==> src/rtl/esp8266_pkg.sv <==
// rtl/esp8266_pkg.sv - shared TX state encoding and UART frame constants
package esp8266_pkg;

    typedef enum logic [1:0] {
        ST_IDLE  = 2'd0,
        ST_START = 2'd1,
        ST_DATA  = 2'd2,
        ST_STOP  = 2'd3
    } tx_state_t;

    localparam int DATA_BITS = 8;
    localparam int STOP_BITS = 1;
    localparam int BIT_IDX_W = $clog2(DATA_BITS);

    function automatic int bit_period(input int clk_freq, input int baud);
        return clk_freq / baud;
    endfunction

endpackage

==> src/rtl/esp8266_byte_fifo.sv <==
// rtl/esp8266_byte_fifo.sv - single-clock byte FIFO with occupancy count
// Full/empty come from the registered count, so a new byte is only readable the cycle after its write.
module esp8266_byte_fifo #(
    parameter int DEPTH = 16
) (
    input  logic                     Clk,
    input  logic                     Rst_n,
    input  logic                     wr_en,
    input  logic [7:0]               wr_data,
    input  logic                     rd_en,
    output logic [7:0]               rd_data,
    output logic [$clog2(DEPTH):0]   count,
    output logic                     full,
    output logic                     empty
);

    localparam int AW = $clog2(DEPTH);

    logic [AW-1:0] wr_ptr;
    logic [AW-1:0] rd_ptr;
    logic [7:0]    mem [DEPTH];
    logic          do_wr;
    logic          do_rd;

    assign full    = (count == (AW+1)'(DEPTH));
    assign empty   = (count == '0);
    assign do_wr   = wr_en && !full;
    assign do_rd   = rd_en && !empty;
    assign rd_data = mem[rd_ptr];

    always_ff @(posedge Clk) begin
        if (do_wr) begin
            mem[wr_ptr] <= wr_data;
        end
    end

    always_ff @(posedge Clk or negedge Rst_n) begin
        if (!Rst_n) begin
            wr_ptr <= '0;
            rd_ptr <= '0;
            count  <= '0;
        end else begin
            if (do_wr) begin
                wr_ptr <= wr_ptr + 1'b1;
            end
            if (do_rd) begin
                rd_ptr <= rd_ptr + 1'b1;
            end
            case ({do_wr, do_rd})
                2'b10:   count <= count + 1'b1;
                2'b01:   count <= count - 1'b1;
                default: count <= count;
            endcase
        end
    end

endmodule

==> src/rtl/esp8266_uart_tx.sv <==
// rtl/esp8266_uart_tx.sv - buffered 8N1 UART transmitter fed by an asynchronous byte strobe
module esp8266_uart_tx
    import esp8266_pkg::*;
#(
    parameter int CLK_FREQ   = 50_000_000,
    parameter int BAUD       = 115200,
    parameter int FIFO_DEPTH = 16,
    parameter int DROP_NUL   = 1
) (
    input  logic                           Clk,
    input  logic                           Rst_n,
    input  logic                           Sig,
    input  logic [7:0]                     Data_send,
    output logic                           Tx,
    output logic                           Busy,
    output logic [$clog2(FIFO_DEPTH):0]    Fifo_count,
    output logic                           Overflow
);

    localparam int DIV = bit_period(CLK_FREQ, BAUD);
    localparam int CW  = $clog2(DIV + 1);
    localparam logic [CW-1:0] DIV_LAST = CW'(DIV - 1);

    logic sync1;
    logic sync2;
    logic sync3;
    logic sync_seen;
    logic armed;
    logic wr_req;
    logic push;

    logic       fifo_full;
    logic       fifo_empty;
    logic [7:0] fifo_data;
    logic       pop;

    tx_state_t            state;
    logic [CW-1:0]        baud_cnt;
    logic [BIT_IDX_W-1:0] bit_idx;
    logic [7:0]           shreg;
    logic                 tx_q;

    // armed only after a genuine low sample of Sig, so a strobe already high at reset release is ignored
    always_ff @(posedge Clk or negedge Rst_n) begin
        if (!Rst_n) begin
            sync1     <= 1'b0;
            sync2     <= 1'b0;
            sync3     <= 1'b0;
            sync_seen <= 1'b0;
            armed     <= 1'b0;
        end else begin
            sync1     <= Sig;
            sync2     <= sync1;
            sync3     <= sync2;
            sync_seen <= 1'b1;
            if (sync_seen && !sync1) begin
                armed <= 1'b1;
            end
        end
    end

    assign wr_req = sync2 && !sync3 && armed;
    assign push   = wr_req && !((DROP_NUL != 0) && (Data_send == 8'h00));
    assign pop    = (state == ST_IDLE) && !fifo_empty;

    esp8266_byte_fifo #(
        .DEPTH (FIFO_DEPTH)
    ) u_fifo (
        .Clk     (Clk),
        .Rst_n   (Rst_n),
        .wr_en   (push),
        .wr_data (Data_send),
        .rd_en   (pop),
        .rd_data (fifo_data),
        .count   (Fifo_count),
        .full    (fifo_full),
        .empty   (fifo_empty)
    );

    always_ff @(posedge Clk or negedge Rst_n) begin
        if (!Rst_n) begin
            Overflow <= 1'b0;
        end else if (push && fifo_full) begin
            Overflow <= 1'b1;
        end
    end

    always_ff @(posedge Clk or negedge Rst_n) begin
        if (!Rst_n) begin
            state    <= ST_IDLE;
            tx_q     <= 1'b1;
            baud_cnt <= '0;
            bit_idx  <= '0;
            shreg    <= '0;
        end else begin
            case (state)
                ST_IDLE: begin
                    tx_q     <= 1'b1;
                    baud_cnt <= '0;
                    bit_idx  <= '0;
                    if (!fifo_empty) begin
                        shreg <= fifo_data;
                        tx_q  <= 1'b0;
                        state <= ST_START;
                    end
                end
                ST_START: begin
                    if (baud_cnt == DIV_LAST) begin
                        baud_cnt <= '0;
                        tx_q     <= shreg[0];
                        shreg    <= {1'b0, shreg[7:1]};
                        state    <= ST_DATA;
                    end else begin
                        baud_cnt <= baud_cnt + 1'b1;
                    end
                end
                ST_DATA: begin
                    if (baud_cnt == DIV_LAST) begin
                        baud_cnt <= '0;
                        if (bit_idx == BIT_IDX_W'(DATA_BITS - 1)) begin
                            bit_idx <= '0;
                            tx_q    <= 1'b1;
                            state   <= ST_STOP;
                        end else begin
                            bit_idx <= bit_idx + 1'b1;
                            tx_q    <= shreg[0];
                            shreg   <= {1'b0, shreg[7:1]};
                        end
                    end else begin
                        baud_cnt <= baud_cnt + 1'b1;
                    end
                end
                ST_STOP: begin
                    tx_q <= 1'b1;
                    if (baud_cnt == DIV_LAST) begin
                        baud_cnt <= '0;
                        if (bit_idx == BIT_IDX_W'(STOP_BITS - 1)) begin
                            bit_idx <= '0;
                            state   <= ST_IDLE;
                        end else begin
                            bit_idx <= bit_idx + 1'b1;
                        end
                    end else begin
                        baud_cnt <= baud_cnt + 1'b1;
                    end
                end
                default: begin
                    state <= ST_IDLE;
                    tx_q  <= 1'b1;
                end
            endcase
        end
    end

    assign Tx   = tx_q;
    assign Busy = (state != ST_IDLE) || !fifo_empty;

endmodule

==> config.mk <==
export PLATFORM = sky130hd
export DESIGN_NAME = esp8266_uart_tx
export DESIGN_NICKNAME = d
export VERILOG_FILES = /design/src/rtl/esp8266_pkg.sv /design/src/rtl/esp8266_byte_fifo.sv /design/src/rtl/esp8266_uart_tx.sv
export SDC_FILE = /design/constraint.sdc
export NUM_CORES = 1
export LEC_CHECK = 0
export ABC_AREA = 1
export BUFFER_PORTS_ARGS = -buffer_cell sky130_fd_sc_hd__buf_2
export CAP_MARGIN = 20
export CORE_UTILIZATION = 56
export DETAILED_ROUTE_END_ITERATION = 6
export PLACE_DENSITY = 0.75
export SYNTH_ARGS = -nofsm -noshare
export SYNTH_HDL_FRONTEND = slang
export SYNTH_SLANG_ARGS = --single-unit
==> constraint.sdc <==
create_clock -name Clk -period 2.35 [get_ports Clk]
set_clock_uncertainty 0.1 [all_clocks]
set_input_delay 0 -clock Clk [delete_from_list [all_inputs] [get_ports Clk]]
set_output_delay 0 -clock Clk [all_outputs]
set_load 0.01 [all_outputs]
==> results.cfg, run 1 <==
[run_status]
status = complete, but fails checks
violations = setup timing

[worst_setup_path]
startpoint_type = register
worst-path-max-fanout = 4
crit_required_ps = 2580
path_delay_family = simple AND/OR/NAND/NOR gates
critPathSlowestCell = dfrtp_1
ff2ff_setup_slack_ps = -10
worstReg2RegEnd = u_fifo.count[4]
r2r-start = u_fifo.count[0]
path_buf_inv = 3
slowest_delay_ps = 440
end_kind = register
reg2regPathDepth = 16
path_cells = nor2_2 > nand2_2 > nor2_4 > inv_1 > nand2_2 > inv_2 > ha_4 > xor2_2 > ha_2 > inv_1 > nand2_2 > nand3_1 > nand2_1 > xor2_1 > nand2_1 > nand2_1
worstPathArrival_ps = 2590
path_class = reg2reg

[die]
start_util_pct = 58.2
core_area_um2 = 13400
rows = 42
die_h_um = 120
die_area_um2 = 14400
die_w_um = 120
ios = 19

[yosys]
syn_inst = 777
yosys.area.top_type = edfxtp_1
syn_avg_cell_area_um2 = 10.0
ys_seq_elements = 170
synthMuxAreaShare_pct = 0
synth_compound_area_share_pct = 2.65
synthDistinctLibCells = 40
yosysWarnings = 0
synth_top_family_by_area = simple AND/OR/NAND/NOR gates
netlist.area_leader.share_pct = 49.3
yosys.area_share.simple_pct = 23.1
synth_area_leaders = edfxtp_1 49%, dfrtp_1 13%, nand2_1 12%, nand3_1 6.1%, inv_1 4.4%
synth_xor_xnor_area_share_pct = 1.44
synth_nets = 807
syn_area_um2 = 7800
seq_area_frac_synth_pct = 62.8
synthAdderAreaFrac_pct = 3.05

[timing]
setup_viol = 1
tightest_slew_ps = 733
max_clock_freq_mhz = 423
finalCritPeriodShare_pct = 101
hold_viol_final = 0
drv_slew = 0
post-route-min-period_ps = 2360
holdWs_ps = 1.01
relSlewSlack_pct = 51.1
timing.setup.tns_ps = -13.8
setup_ws_ps = -13.8

[pwr]
sw_frac_of_total_pct = 39.6
p_sw_w = 0.00435
vdd_drop_max_v = 0.000700
p_int_w = 0.00664
combPwrFrac_pct = 40.2
p_leak_nw = 3.94
seqPwrFrac_pct = 35.5
powerDensity_nw_per_um2 = 1220
clockPowerShare_pct = 24.4

[routing]
top_layer = met4
wl_met1_um = 6750
drt-total-wl_um = 17500
drc = 0
vias = 5591
route.met3.wl_um = 1460
firstDrtPassIters = 5
post_drt_wl_per_cell_um = 17.0
wl_met2_um = 8860
dr.first_iter.drc_count = 555
postRouteAntennaNets = 0
avgViaCountPerCell = 5.44

[cells_and_area]
drive_gt1_share_pct = 14.9
synthToLayoutAreaGrowth_pct = 15.2
diodes = 0
nFillCells = 951
nets = 869
fin_util_pct = 67.0

[clocking]
clock_sinks = 170
cts_made_buffers = 17
cts_tree = done
clock_latency_ps = 430
clk_pin_slew_worst_paths_ps = 70
htree_num_levels = 4
clock-root-buffer = clkbuf_16
clockBufferDepth = 2

[placed_design]
port_buffers = 18
gp_congestion = 0.915
dp_hpwl_um = 10600
dp_slack_ps = -23.8

[flow_run]
maxCapViolCount = 0

[grt]
grt_remaining_overflow = 0
antenna_found_initial = 0
grt_pass1_wl_um = 27000
grt_pass1_vias = 5315
grt_util_all_layers_pct = 25.3
grt_max_degree = 70

[worst_hold_path]
hold_path_class = in2async
[cell families (layout without fill, tap and decap cells)]
family	count (synthesis)	count (layout)
other	1	1
flip-flops	170	170
AND/OR/NAND/NOR	416	416
buffers and inverters	126	201
AO/OA/AOI/OAI	33	33
XOR/XNOR	12	12
adder cells (fa/ha/maj)	19	19
[sequential cells by signal, indices dropped and copies added, names as in the netlist]
register	count
u_fifo.count	5
u_fifo.rd_ptr	4
shreg	8
baud_cnt	9
sync3	1
Overflow	1
u_fifo.mem	128
armed	1
Tx	1
bit_idx	3
state	2
u_fifo.wr_ptr	4
sync1	1
sync_seen	1
sync2	1
[layout by cell type, fill, tap and decap left out, types with 2 or more instances in the layout]
| master | Yosys | final |
|---|---|---|
| buf_2 | 18 | 18 |
| nor2_1 | 36 | 35 |
| clkinv_4 | 0 | 3 |
| o21bai_1 | 2 | 2 |
| nor4_1 | 2 | 2 |
| clkinv_2 | 0 | 3 |
| inv_2 | 4 | 5 |
| inv_1 | 91 | 90 |
| buf_4 | 1 | 43 |
| dfrtp_1 | 41 | 39 |
| inv_8 | 0 | 2 |
| nor2_4 | 1 | 2 |
| xor2_2 | 1 | 2 |
| dlygate4sd3_1 | 0 | 10 |
| ha_1 | 19 | 17 |
| o21ai_0 | 16 | 16 |
| nor3_1 | 17 | 17 |
| nand2_2 | 4 | 6 |
| o21ai_1 | 2 | 2 |
| xor2_1 | 7 | 6 |
| clkbuf_16 | 0 | 17 |
| a21oi_1 | 7 | 7 |
| nand2_1 | 247 | 245 |
| nor3b_1 | 4 | 4 |
| edfxtp_1 | 128 | 128 |
| nand3_1 | 95 | 94 |
| clkbuf_1 | 3 | 2 |
| xnor2_1 | 4 | 4 |
| clkinvlp_4 | 0 | 2 |
| dfrtp_2 | 0 | 2 |
| o211ai_1 | 2 | 2 |
| nor2_2 | 5 | 5 |
[stage by stage]
stage          instances  cell area, um2  total power (W)
2_1_floorplan        777            7800          0.00693
3_3_place_gp         979            8230          0.00780
3_5_place_dp         979            8230          0.00800
4_1_cts             1021            8900           0.0107
5_1_grt             1028            8980           0.0116
6_report            1028            8980           0.0110
[synthesized netlist by cell type, drive strengths merged]
master    n
xnor2     4
dfrtp    41
dfstp     1
buf      26
o21ai    18
nor3b     5
o22a      1
o21bai    2
nor3     19
clkbuf    3
xor2      8
nand3    96
a21boi    1
nor2     42
o211ai    3
a22oi     1
a21oi     7
inv      96
nand2   252
edfxtp  128
clkinv    1
ha       19
conb      1
nor4      2
[power by group through the flow]
| stage | Clock, W | Combinational (W) | Sequential, W |
|---|---|---|---|
| detailed placement | 0 | 0.00408 | 0.00392 |
| global route | 0.00282 | 0.00483 | 0.00393 |
| finish | 0.00268 | 0.00441 | 0.00389 |
| global placement | 0 | 0.00389 | 0.00390 |
| CTS | 0.00269 | 0.00414 | 0.00387 |
| floorplan | 0 | 0.00303 | 0.00390 |
[per-layer routing]
layer / vias to the layer above / track usage, %
met3: 39 / 6.27
met5: - / 0
met2: 260 / 41.8
met1: 2630 / 32.0
met4: 0 / 10.3
li1: 2662 / -
[worst max-delay path by stage]
stage | start | endpoint | slack [ps] | depth (start not counted)
final | u_fifo.count[0] | u_fifo.count[4] | -10 | 16
after detailed placement | state[0] | u_fifo.count[4] | -20 | 14
after global routing | u_fifo.count[0] | u_fifo.count[4] | -160 | 16
after floorplan | u_fifo.count[0] | u_fifo.count[4] | 30 | 14
after CTS | u_fifo.count[0] | u_fifo.count[4] | 30 | 16
after global placement | state[0] | u_fifo.count[4] | 120 | 14
[final cells by class]
type / count / area (um2) / area share [%]
clock buffer: 20 / 447 / 4.97
clock inverter: 12 / 118 / 1.31
inverter: 97 / 367 / 4.08
multi-input combinational: 481 / 2400 / 26.7
sequential: 170 / 4900 / 54.5
tap: 176 / 220 / 2.45
timing repair buffer: 72 / 533 / 5.93
[worst reg2reg max path: stages, from the launching register on]
cell	delay, ps
dfrtp_1	440
nor2_2	190
nand2_2	100
nor2_4	110
inv_1	70
nand2_2	90
inv_2	80
ha_4	180
xor2_2	180
ha_2	180
inv_1	70
nand2_2	70
nand3_1	90
nand2_1	60
xor2_1	140
nand2_1	70
nand2_1	50
[repair_timing]
action | 4_1_cts | 5_1_grt
cloned | 0 | 0
gates resized for setup | 2 | 8
hold buffers | 10 | 0
setup buffers | 0 | 7
endpoints found under the hold margin | 172 | 0
endpoints found under the setup margin | 1 | 2
pin swaps | 0 | 6
Power figures use the tool's default switching activity.
==> run 2: changes to the inputs <==
--- a/config.mk
+++ b/config.mk
@@ -8,9 +8,11 @@
 export ABC_AREA = 1
 export BUFFER_PORTS_ARGS = -buffer_cell sky130_fd_sc_hd__buf_2
 export CAP_MARGIN = 20
-export CORE_UTILIZATION = 56
+export CELL_PAD_IN_SITES_DETAIL_PLACEMENT = 0
+export CELL_PAD_IN_SITES_GLOBAL_PLACEMENT = 1
+export CORE_UTILIZATION = 50
 export DETAILED_ROUTE_END_ITERATION = 6
-export PLACE_DENSITY = 0.75
+export PLACE_DENSITY_LB_ADDON = 0.1
 export SYNTH_ARGS = -nofsm -noshare
 export SYNTH_HDL_FRONTEND = slang
 export SYNTH_SLANG_ARGS = --single-unit
==> constraint.sdc (replaced) <==
create_clock -name Clk -period 2.2 [get_ports Clk]
set_clock_uncertainty 0.1 [all_clocks]
set_input_delay 0 -clock Clk [delete_from_list [all_inputs] [get_ports Clk]]
set_output_delay 0 -clock Clk [all_outputs]
set_load 0.01 [all_outputs]
==> run 2 against run 1 <==
Effect of this change: the flow now finishes without violations; global-route usage down 1.2 points; final area up 1.2%; combinational power up 7.9%; sequential cell count unchanged; clock power up 7%; power up 6.9%; sequential power up 5.7%; final cell count up 1.8%; via count down 3.4%; maximum frequency up 11%; wire length up 0.79%; sequential share of layout area down 0.64 points; critical path type unchanged; largest power group unchanged; highest routed layer unchanged.
==> results.cfg, run 2 (same netlist as run 1, synthesis figures left out) <==
[grt]
antenna_found_initial = 0
grt_util_all_layers_pct = 24.1
top_usage_layer = met2
grt_pass1_vias = 5432
grt_max_degree = 32
grt_remaining_overflow = 0
met2_usage_pct = 39.1
grt_pass1_wl_um = 28900
grtUsageMet1_pct = 32.6
met3_usage_pct = 4.98

[worst_setup_path]
crit_required_ps = 2470
r2r-start = sync3
critPathSlowestCell = dfrtp_1
path_buf_inv = 1
ff2ff_setup_slack_ps = 70
critPathMostFrequentCell = nand2_1
worstPathArrival_ps = 2390
end_kind = register
path_cells = nor3b_1 > nand3_2 > ha_4 > xor2_2 > ha_2 > inv_2 > nand2_2 > nand3_1 > nand2_1 > xor2_1 > nand2_1 > nand2_1
path_class = reg2reg
reg2regPathDepth = 12
slowest_delay_ps = 370
worst-path-max-fanout = 4
path_delay_family = simple AND/OR/NAND/NOR gates
startpoint_type = register
worstReg2RegEnd = u_fifo.count[4]

[clocking]
clock_latency_ps = 420
clk_pin_slew_worst_paths_ps = 60
cts_made_buffers = 17
clock_sinks = 170
htree_num_levels = 4
clockBufferDepth = 2
clock-root-buffer = clkbuf_16
cts_tree = done

[routing]
postRouteAntennaNets = 0
avgViaCountPerCell = 5.16
dr.first_iter.drc_count = 455
drt-total-wl_um = 17700
drc = 0
post_drt_wl_per_cell_um = 16.9
vias = 5399
firstDrtPassIters = 5

[cells_and_area]
largest_reg_flops = 128
layout_common_cells = 245 x nand2_1, 128 x edfxtp_1, 94 x nand3_1
reg.largest.list = u_fifo.mem (128), baud_cnt (9), shreg (8)
nFillCells = 1323
fin_util_pct = 59.8
stdcell_area_um2 = 9090
synthToLayoutAreaGrowth_pct = 16.6
diodes = 0
final_common_cell = nand2_1
regArea_um2 = 4900
multi_input_area_um2 = 2430
drive_gt1_share_pct = 15.7
largest_register = u_fifo.mem
nets = 876

[pwr]
powerDensity_nw_per_um2 = 1290
vdd_drop_max_v = 0.000652
p_leak_nw = 3.99

[timing]
post-route-min-period_ps = 2130
max_clock_freq_mhz = 470
tightest_slew_ps = 757
timing.setup.tns_ps = 0
setup_ws_ps = 73.3
rsz0062_at_grt = true
finalCritPeriodShare_pct = 96.7
hold_viol_final = 0
drv_slew = 0
setup_viol = 0
relSlewSlack_pct = 49.6

[die]
die_w_um = 127
core_area_um2 = 15200
die_h_um = 127
ios = 19
start_util_pct = 51.3
die_area_um2 = 16100
rows = 45

[placed_design]
dp_slack_ps = 31.3
gp_congestion = 0.808
dp_hpwl_um = 11400
port_buffers = 18
dpl-instance-area_um2 = 8320

[flow_run]
maxCapViolCount = 0

[worst_hold_path]
hold_path_class = in2async

[run_status]
status = finished, final reports clean
## run 2: cell types whose count changed in the layout (fill, tap and decap cells not counted), moves of 2 or more
cell	delta
clkbuf_16	+3
clkinvlp_4	-2
inv_4	+2
inv_8	-2
buf_4	+5
## run 2: per-layer routing
metal	up-vias	routed length, um
li1	2670	-
met1	2593	8280
met2	113	8350
met3	23	700
met4	0	321
met5	-	0
## run 2: power by group
part	leakage, nW	internal (W)	switching (W)
clock	0.287	0.00165	0.00122
sequential	1.67	0.00386	0.000258
combinational	2.03	0.00170	0.00306
total	3.99	0.00720	0.00454
## run 2: metrics by stage
step | cells | total power, W | hold WS (ps)
2_1_floorplan | 777 | 0.00742 | -396
3_3_place_gp | 1000 | 0.00865 | -13.6
3_5_place_dp | 1000 | 0.00874 | 7.42
4_1_cts | 1043 | 0.0116 | 97.1
5_1_grt | 1047 | 0.0126 | 108
6_report | 1047 | 0.0117 | 79.4
## run 2: final cells by class
type | instances | share of cell area (%)
clock buffer | 23 | 5.63
clock inverter | 9 | 0.647
inverter | 97 | 4.03
multi-input combinational | 481 | 26.7
sequential | 170 | 53.9
tap | 188 | 2.59
timing repair buffer | 79 | 6.51
## run 2: what timing repair did
item                                   CTS  global route
hold buffers                            11             0
setup endpoints to repair                0             2
setup buffers                            0             4
endpoints found under the hold margin  129             0
resized for setup                        0            11
## run 2: worst max path at each step
stage | start | to | depth (start not counted)
after global routing | u_fifo.count[1] | u_fifo.count[4] | 16
after detailed placement | state[1] | u_fifo.count[4] | 14
after CTS | state[1] | u_fifo.count[4] | 14
final | sync3 | u_fifo.count[4] | 12
after floorplan | u_fifo.count[0] | u_fifo.count[4] | 14
after global placement | u_fifo.count[0] | u_fifo.count[4] | 16
==> run 3: changes to the inputs <==
--- a/config.mk
+++ b/config.mk
@@ -12,6 +12,7 @@
 export CELL_PAD_IN_SITES_GLOBAL_PLACEMENT = 1
 export CORE_UTILIZATION = 50
 export DETAILED_ROUTE_END_ITERATION = 6
+export HOLD_SLACK_MARGIN = 0.1
 export PLACE_DENSITY_LB_ADDON = 0.1
 export SYNTH_ARGS = -nofsm -noshare
 export SYNTH_HDL_FRONTEND = slang
==> run 3 against run 2 <==
Effect of this change: sequential share of layout area shrank 0.12 points; final cell count grew 0.19%; maximum frequency is essentially flat; die area is the same; first-iteration DRC count shrank 0.88%; via count is essentially flat; global-route usage grew 0.084 points; core utilization grew 0.13 points; clock power is essentially flat; largest cell class unchanged; largest power group unchanged.
==> results.cfg, run 3 (same netlist as run 1, synthesis figures left out) <==
[clocking]
clock-root-buffer = clkbuf_16
htree_num_levels = 4
cts_made_buffers = 17
cts_tree = done
clock_latency_ps = 420
clock_sinks = 170
clk_pin_slew_worst_paths_ps = 60
clockBufferDepth = 2

[run_status]
status = finished, final reports clean

[routing]
post_drt_wl_per_cell_um = 17.0
firstDrtPassIters = 4
dr.first_iter.drc_count = 451
drt-total-wl_um = 17800
postRouteAntennaNets = 0
avgViaCountPerCell = 5.15
vias = 5402
drc = 0

[flow_run]
maxCapViolCount = 0

[grt]
grt_pass1_vias = 5440
grt_max_degree = 32
grt_remaining_overflow = 0
grt_util_all_layers_pct = 24.2
antenna_found_initial = 0
grt_pass1_wl_um = 28900

[cells_and_area]
synthToLayoutAreaGrowth_pct = 16.9
largest_reg_flops = 128
layout_common_cells = 245 x nand2_1, 128 x edfxtp_1, 94 x nand3_1
largest_register = u_fifo.mem
nets = 878
diodes = 0
drive_gt1_share_pct = 15.7
reg.largest.list = u_fifo.mem (128), baud_cnt (9), shreg (8)
stdcell_area_um2 = 9110
final_common_cell = nand2_1

[placed_design]
port_buffers = 18
dpl-instance-area_um2 = 8320
dp_hpwl_um = 11400
gp_congestion = 0.808

[timing]
post-route-min-period_ps = 2130
holdWs_ps = 123
rsz0062_at_grt = true
setup_viol = 0
drv_slew = 0
tightest_slew_ps = 560
max_clock_freq_mhz = 470
relSlewSlack_pct = 62.7
finalCritPeriodShare_pct = 96.6
hold_viol_final = 0

[worst_setup_path]
crit_required_ps = 2470
path_cells = nor3b_1 > nand3_2 > ha_4 > xor2_2 > ha_2 > inv_2 > nand2_2 > nand3_1 > nand2_1 > xor2_1 > nand2_1 > nand2_1
critPathMostFrequentCell = nand2_1
worst-path-max-fanout = 4
startpoint_type = register
end_kind = register
critPathSlowestCell = dfrtp_1
slowest_delay_ps = 370
worstPathArrival_ps = 2390
path_class = reg2reg

[die]
start_util_pct = 51.3
die_w_um = 127
die_h_um = 127
core_area_um2 = 15200
die_area_um2 = 16100
ios = 19
rows = 45

[pwr]
vdd_drop_max_v = 0.000652
p_leak_nw = 4.00
powerDensity_nw_per_um2 = 1290

[worst_hold_path]
hold_path_class = in2reg
==> run 3: cell types whose count changed in the layout (fill, tap and decap cells not counted), sizes merged <==
cell | before | now
dlygate4sd3 | 11 | 13
==> run 3: per-stage QoR <==
step | power [W] | utilization (%) | TNS [ps] | setup WS, ps | cells
3_3_place_gp | 0.00865 | 54.8 | 0 | 87.3 | 1000
4_1_cts | 0.0116 | 59.4 | 0 | 16.2 | 1045
3_5_place_dp | 0.00874 | 54.8 | 0 | 31.3 | 1000
6_report | 0.0117 | 59.9 | 0 | 74.5 | 1049
2_1_floorplan | 0.00742 | - | 0 | 15.4 | 777
5_1_grt | 0.0126 | 59.9 | -126 | -104 | 1049
==> run 3: power breakdown <==
group	switching (W)	internal (W)	total, W
Clock	0.00122	0.00165	0.00287
Sequential	0.000260	0.00386	0.00412
Combinational	0.00306	0.00170	0.00476
Total	0.00454	0.00721	0.0117
==> run 3: layout make-up <==
type	count	area (um2)
Fill cell	1321	6090
Sequential cell	170	4900
Multi-Input combinational cell	481	2430
Timing Repair Buffer	81	612
Clock buffer	23	512
Inverter	97	367
Tap cell	188	235
Clock inverter	9	58.8
==> run 3: what timing repair did <==
action	in CTS	in global routing
gates resized for setup	0	11
setup endpoints to repair	0	2
endpoints found under the hold margin	172	0
hold buffers	13	0
setup buffers	0	4
==> run 3: final timing paths <==
path / startpoint / to / slack [ps] / cells past startpoint
max in group asynchronous: Rst_n / u_fifo.wr_ptr[2] / 150 / 4
worst min-delay path: Sig / sync1 / 120 / 2
worst min register to register: sync1 / sync2 / 270 / 0
worst max-delay path: sync3 / u_fifo.count[4] / 70 / 12
min in group asynchronous: Rst_n / baud_cnt[7] / 530 / 3
worst max register to register: sync3 / u_fifo.count[4] / 70 / 12
==> run 3: routing by layer <==
| layer | wire length (um) | track usage [%] | vias up | part of all wire [%] |
|---|---|---|---|---|
| met4 | 303 | 8.19 | 0 | 1.7 |
| met2 | 8470 | 39.1 | 117 | 48 |
| li1 | - | - | 2669 | - |
| met1 | 8390 | 32.7 | 2595 | 47 |
| met5 | 0 | 0 | - | 0 |
| met3 | 644 | 5.02 | 21 | 3.6 |
==> run 3: worst max-delay path: cells and delay by family, from the launching register on <==
family                     cells  cell delay (ps)
adders and majority gates      2              410
DFF                            1              370
buffers and inverters          1               30
xor gates and xnor gates       2              340
and+or+nand+nor                7              830
